### config.mk
export PLATFORM = sky130hd
export DESIGN_NAME = output_port_tx
export DESIGN_NICKNAME = d
export VERILOG_FILES = /design/src/rtl/output_port_tx.sv
export SDC_FILE = /design/constraint.sdc
export NUM_CORES = 1
export LEC_CHECK = 0
export BUFFER_PORTS_ARGS = -buffer_cell sky130_fd_sc_hd__buf_2
export CORE_MARGIN = 3
export CORE_UTILIZATION = 40
export DETAILED_ROUTE_END_ITERATION = 16
export PLACE_DENSITY = 0.66
export SLEW_MARGIN = 30
export SYNTH_ARGS = -nofsm -noshare
export SYNTH_HDL_FRONTEND = slang
export SYNTH_SLANG_ARGS = --single-unit
### constraint.sdc
create_clock -name clk -period 12.5 [get_ports clk]
set_clock_uncertainty 0.05 [all_clocks]
set_input_delay 1.875 -clock clk [delete_from_list [all_inputs] [get_ports clk]]
set_output_delay 1.875 -clock clk [all_outputs]
set_load 0.03 [all_outputs]
### src/rtl/output_port_tx.sv
`timescale 1ns/1ps
`default_nettype none
// ============================================================================
// Module   : output_port_tx
// Purpose  : Transmit side of one router output link. Round-robin arbitration
//            among the local input queues, wormhole packet locking, and a
//            2-entry output FIFO feeding the downstream valid/en handshake.
// Ports    : clk, rst       - clock, asynchronous active-high reset
//            req_i          - per-queue request (non-empty, routed here)
//            flit_i         - head flit of each FWFT queue, queue i at
//                             [i*DATA_W +: DATA_W]
//            pop_req_o      - one-hot-or-zero pop back to the queues
//            data_o/valid_o - flit and valid toward the downstream buffer
//            en_i           - downstream buffer accepts a flit this cycle
//            busy_o         - a packet currently owns the link
// Revision : 1.0 - initial release
// ============================================================================
module output_port_tx #(
  parameter int DATA_W = 32,
  parameter int NPORT  = 5
) (
  input  logic                    clk,
  input  logic                    rst,
  input  logic [NPORT-1:0]        req_i,
  input  logic [NPORT*DATA_W-1:0] flit_i,
  output logic [NPORT-1:0]        pop_req_o,
  output logic [DATA_W-1:0]       data_o,
  output logic                    valid_o,
  input  logic                    en_i,
  output logic                    busy_o
);

  localparam int c_PTR_W = (NPORT > 1) ? $clog2(NPORT) : 1;
  localparam logic [c_PTR_W-1:0] c_LAST = c_PTR_W'(NPORT - 1);

  typedef enum logic [0:0] {
    S_IDLE   = 1'b0,
    S_LOCKED = 1'b1
  } state_t;

  state_t               r_state;
  state_t               w_state_nxt;
  logic [c_PTR_W-1:0]   r_owner;
  logic [c_PTR_W-1:0]   w_owner_nxt;
  logic [c_PTR_W-1:0]   r_ptr;
  logic [c_PTR_W-1:0]   w_ptr_nxt;
  logic [c_PTR_W-1:0]   w_grant;
  logic [c_PTR_W-1:0]   w_sel;
  logic                 w_grant_vld;
  logic [NPORT-1:0]     w_elig;
  logic [NPORT-1:0]     w_pop;
  logic [DATA_W-1:0]    w_sel_flit;
  logic [1:0]           w_sel_type;
  logic                 w_space;
  logic                 w_xfer;
  logic                 w_push;

  logic [DATA_W-1:0]    r_mem [2];
  logic                 r_rd;
  logic                 r_wr;
  logic [1:0]           r_count;

  function automatic logic [c_PTR_W-1:0] f_inc(input logic [c_PTR_W-1:0] v);
    f_inc = (v == c_LAST) ? '0 : v + 1'b1;
  endfunction

  // A queue may open a packet only if its head flit is head (10) or single
  // (11): both have the type MSB set.
  for (genvar gi = 0; gi < NPORT; gi++) begin : g_elig
    assign w_elig[gi] = req_i[gi] & flit_i[gi*DATA_W + DATA_W - 1];
  end

  // Round-robin search starting at the pointer, wrapping modulo NPORT.
  always_comb begin : p_arb
    int idx;
    idx         = 0;
    w_grant_vld = 1'b0;
    w_grant     = '0;
    for (int k = 0; k < NPORT; k++) begin
      idx = int'(r_ptr) + k;
      if (idx >= NPORT) idx = idx - NPORT;
      if (!w_grant_vld && w_elig[idx[c_PTR_W-1:0]]) begin
        w_grant_vld = 1'b1;
        w_grant     = idx[c_PTR_W-1:0];
      end
    end
  end

  // Link handshake and FIFO space. A full FIFO still accepts a push in the
  // same cycle that its head leaves on the link.
  assign valid_o = (r_count != 2'd0);
  assign data_o  = r_mem[r_rd];
  assign busy_o  = (r_state == S_LOCKED);
  assign w_xfer  = valid_o & en_i;
  assign w_space = (r_count != 2'd2) | w_xfer;

  // While locked only the owner's queue is ever looked at.
  assign w_sel      = (r_state == S_LOCKED) ? r_owner : w_grant;
  assign w_sel_flit = flit_i[w_sel*DATA_W +: DATA_W];
  assign w_sel_type = w_sel_flit[DATA_W-1 -: 2];

  always_comb begin : p_fsm
    w_state_nxt = r_state;
    w_owner_nxt = r_owner;
    w_ptr_nxt   = r_ptr;
    w_pop       = '0;
    case (r_state)
      S_IDLE: begin
        if (w_grant_vld && w_space) begin
          w_pop[w_grant] = 1'b1;
          // Type LSB set means the packet ends with this flit (single).
          if (w_sel_type[0]) begin
            w_ptr_nxt = f_inc(w_grant);
          end else begin
            w_state_nxt = S_LOCKED;
            w_owner_nxt = w_grant;
          end
        end
      end
      S_LOCKED: begin
        // An empty owner queue is a bubble: the lock is kept.
        if (req_i[r_owner] && w_space) begin
          w_pop[r_owner] = 1'b1;
          if (w_sel_type[0]) begin
            w_state_nxt = S_IDLE;
            w_ptr_nxt   = f_inc(r_owner);
          end
        end
      end
      default: begin
        w_state_nxt = S_IDLE;
      end
    endcase
  end

  // Pops must vanish the moment reset is asserted, not at the next edge.
  assign pop_req_o = rst ? '0 : w_pop;
  assign w_push    = |w_pop;

  always_ff @(posedge clk or posedge rst) begin : p_state
    if (rst) begin
      r_state <= S_IDLE;
      r_owner <= '0;
      r_ptr   <= '0;
    end else begin
      r_state <= w_state_nxt;
      r_owner <= w_owner_nxt;
      r_ptr   <= w_ptr_nxt;
    end
  end

  always_ff @(posedge clk or posedge rst) begin : p_fifo
    if (rst) begin
      r_mem[0] <= '0;
      r_mem[1] <= '0;
      r_rd     <= 1'b0;
      r_wr     <= 1'b0;
      r_count  <= 2'd0;
    end else begin
      if (w_push) begin
        r_mem[r_wr] <= w_sel_flit;
        r_wr        <= ~r_wr;
      end
      if (w_xfer) begin
        r_rd <= ~r_rd;
      end
      r_count <= r_count + {1'b0, w_push} - {1'b0, w_xfer};
    end
  end

endmodule
`default_nettype wire

==> summary.md <==
| Metric | Value |
|---|---|
| Biggest area consumer among synthesized cells | `dfrtp_1` |
| Initial Util | `41.0%` |
| Largest net degree at the start of global routing | `76` |
| DP HPWL | `13400 µm` |
| Area growth syn-to-layout | `24.4%` |
| Top-level port count | `207` |
| H-tree level count | `3` |
| All-layer global routing usage | `20.7%` |
| Number of antenna violations at the first check in global routing | `0` |
| Fin crit share | `57.7%` |
| Max-cap violations | `0` |
| Worst Max-Slew Pin Slew | `0.890 ns` |
| Stage delay of the slowest cell on the critical path | `0.92 ns` |
| Setup total negative slack | `0 ns` |
| Hold Path Class | `reg -> reg` |
| Port buffer count | `206` |
| WP data arrival | `5.29 ns` |
| Count of state elements after synthesis | `75` |
| Total cell area at the placement stage | `7430 µm²` |
| Async set-reset flop share out of synthesis | `100%` |
| Register-to-Register Setup Slack | `6.68 ns` |
| Post-synthesis instance area | `6260 µm²` |
| Worst setup EP type | `output pin` |
| Core outline area | `15300 µm²` |
| Fmax | `139 MHz` |
| Worst EP required | `10.57 ns` |
| Post-detailed-routing wire length | `18600 µm` |
| Post-route antenna net violation count | `0` |
| Setup repair after global routing missed its margin | `false` |
| Mean area per synthesized cell | `9.47 µm²` |
| Proportion of layout cells with a drive suffix above 1 | `36.2%` |
| Sink Count | `75` |
| Number of flops mapped to enable cells by yosys | `0` |
| Vert. Die Dim | `131 µm` |
| Syn_nets | `843` |
| Clock tree from TritonCTS | `yes` |
| Slew Viols, Final | `0` |
| Slew HR | `40.7%` |
| Area share of the leading cell type in the synthesized netlist | `30.0%` |
| Buffer cell driving the clock tree root | `clkbuf_16` |
| Number of global-route vias before repair | `5557` |
| Site row count | `45` |
| Remaining DRCs | `0` |
| Number of cells upsized or downsized after cts | `0` |
| Number of endpoints failing setup at the final stage | `0` |
| Skew-Pair Late Insertion Delay | `0.33 ns` |
| Routability congestion estimate from global placement | `0.927` |
| Die boundary width | `131 µm` |
| Clock-pin slew of the registers on the worst-case setup and hold paths | `0.05 ns` |
| Vias per std cell | `5.58` |
| Number of hold violations in the final report | `0` |
| Die Outline Area | `17200 µm²` |
| Total via count in the routed design | `5913` |
| Average wire length per cell after detail routing | `17.5 µm` |
| Final design instance area without fill | `7780 µm²` |
| Utilization after layout | `51.0%` |
| Worst-case clock buffer depth | `2` |
| Yosys cell types | `75` |
| Final layout net count | `1025` |
| Detailed Route Iter0 Violations | `397` |
| Maximum fanout along the worst path | `25` |
| Global-route congestion overflow total | `0` |
| Cts bufs inserted | `9` |
| Cell-by-cell trace of the critical path | `inv_2, ha_1, ha_1, a21oi_2, mux2_2, a311o_1, o21ai_2, mux2_2, a22oi_1, o2bb2ai_1, inv_1, or3_1, a21oi_1, buf_2` |
| Part of the Yosys area used for sequential elements | `30.0%` |
| Warnings, synthesis | `0` |
| Type of the worst setup path | `reg -> out` |
| Critical Path Slowest Stage Cell | `dfrtp_1` |
| Top cells by area, synth | `dfrtp_1, mux2i_1, mux2_2` |
| Critical path launch point type | `flip-flop` |
| Result of the run | `finished, final reports clean` |
| Leading register cell type out of synthesis | `dfrtp_1` |
| First drt pass iteration count | `5` |
| Count of mapped cells out of synthesis | `661` |
| Clock period minus final worst setup slack | `7.22 ns` |
| First-pass GRT wire length | `28400 µm` |
| Worst hold-check slack | `0.433 ns` |
| Hold bufs inserted after CTS | `0` |
| Buffers inserted by post-CTS timing repair | `0` |
[cells in the mapped netlist, types with 6 or more instances]
cell / instances
and2_1: 10
nand3_1: 10
o21ai_0: 13
nor2_1: 30
inv_1: 15
buf_2: 7
nor2b_1: 37
a21oi_1: 16
buf_4: 8
clkbuf_1: 25
mux2i_1: 103
a22oi_1: 33
a221o_1: 30
or3_1: 6
nor3_1: 7
a31oi_1: 6
nand2_1: 85
xnor2_1: 6
mux2_2: 39
ha_1: 13
dfrtp_1: 75
[cell type report]
cell class | instances | area, µm²
fillers | 1520 | 7480
multi-input cells | 525 | 4130
flip-flops and latches | 75 | 1880
repair buffers | 215 | 1110
well taps | 211 | 264
clock buffers | 11 | 243
clock inverters | 5 | 100
inverters | 17 | 63.8
diodes | 1 | 2.50
[layer usage]
| layer | global-route usage [%] | part of all wire (%) | vias to the layer above |
|---|---|---|---|
| met5 | 0 | 0 | - |
| met4 | 5.75 | 1.6 | 0 |
| met3 | 3.81 | 7.0 | 23 |
| met2 | 32.7 | 47 | 228 |
| met1 | 29.1 | 45 | 2829 |
| li1 | - | - | 2833 |
[through the flow]
stage	cells	setup WS [ns]
after floorplan	661	5.90
after global placement	1043	5.64
after detailed placement	1043	5.59
after CTS	1059	5.36
after global routing	1059	4.88
final	1060	5.28
[critical path: cells and delay by family, from the launching register on]
kind	cells	cell delay, ns
mux	2	0.74
compound gates	6	1.64
simple gates	1	0.32
flops	1	0.92
fa+ha+maj	2	0.75
buf+inv	3	0.59
[kinds of logic (layout without fill, tap and decap cells)]
group	after synthesis	in the layout	synth area share, %
xor gates and xnor gates	7	7	0.980
AOI/OAI and AO/OA	141	141	17.9
DFF	75	75	30.0
adders and majority gates	14	14	2.92
muxes	150	150	26.0
and+or+nand+nor	213	213	17.5
other	0	1	0
buffers and inverters	61	248	4.64
[state kept, by name, indices dropped and copies added (netlist names)]
name	cells
busy_o	1
r_wr	1
r_ptr	3
r_mem	64
r_owner	3
r_count	2
r_rd	1
[cells in the final DEF (no fill, tap or decap), types with 4 or more instances in the layout]
cell type    n
buf_4        7
nor2b_1     37
a311o_1      4
mux2i_1    103
and2_1      10
or3_1        6
a221o_1     30
nor3_1       5
a22oi_1     33
a31oi_1      5
xnor2_1      6
mux2_2      39
ha_1        13
nor2_1      28
nand2_1     85
buf_2      206
nand2b_1     5
nand3_1     10
a21oi_1     16
inv_1       14
dfrtp_1     75
clkbuf_16    9
mux4_2       5
o21ai_0     13
[worst paths after layout]
check / start / to / cells after the start
max in group asynchronous: rst / r_mem[31]$_DFFE_PP0P_ / 3
setup reg to reg: r_ptr[0]$_DFFE_PP0P_ / r_ptr[0]$_DFFE_PP0P_ / 15
setup / recovery: r_ptr[0]$_DFFE_PP0P_ / pop_req_o[3] / 14
hold / removal: r_mem[31]$_DFFE_PP0P_ / r_mem[31]$_DFFE_PP0P_ / 2
hold reg to reg: r_mem[31]$_DFFE_PP0P_ / r_mem[31]$_DFFE_PP0P_ / 2
min in group asynchronous: rst / r_owner[1]$_DFFE_PP0P_ / 3
Power is not shown: default switching activity piles up to over one toggle a cycle in this logic, so the estimate is an artifact.
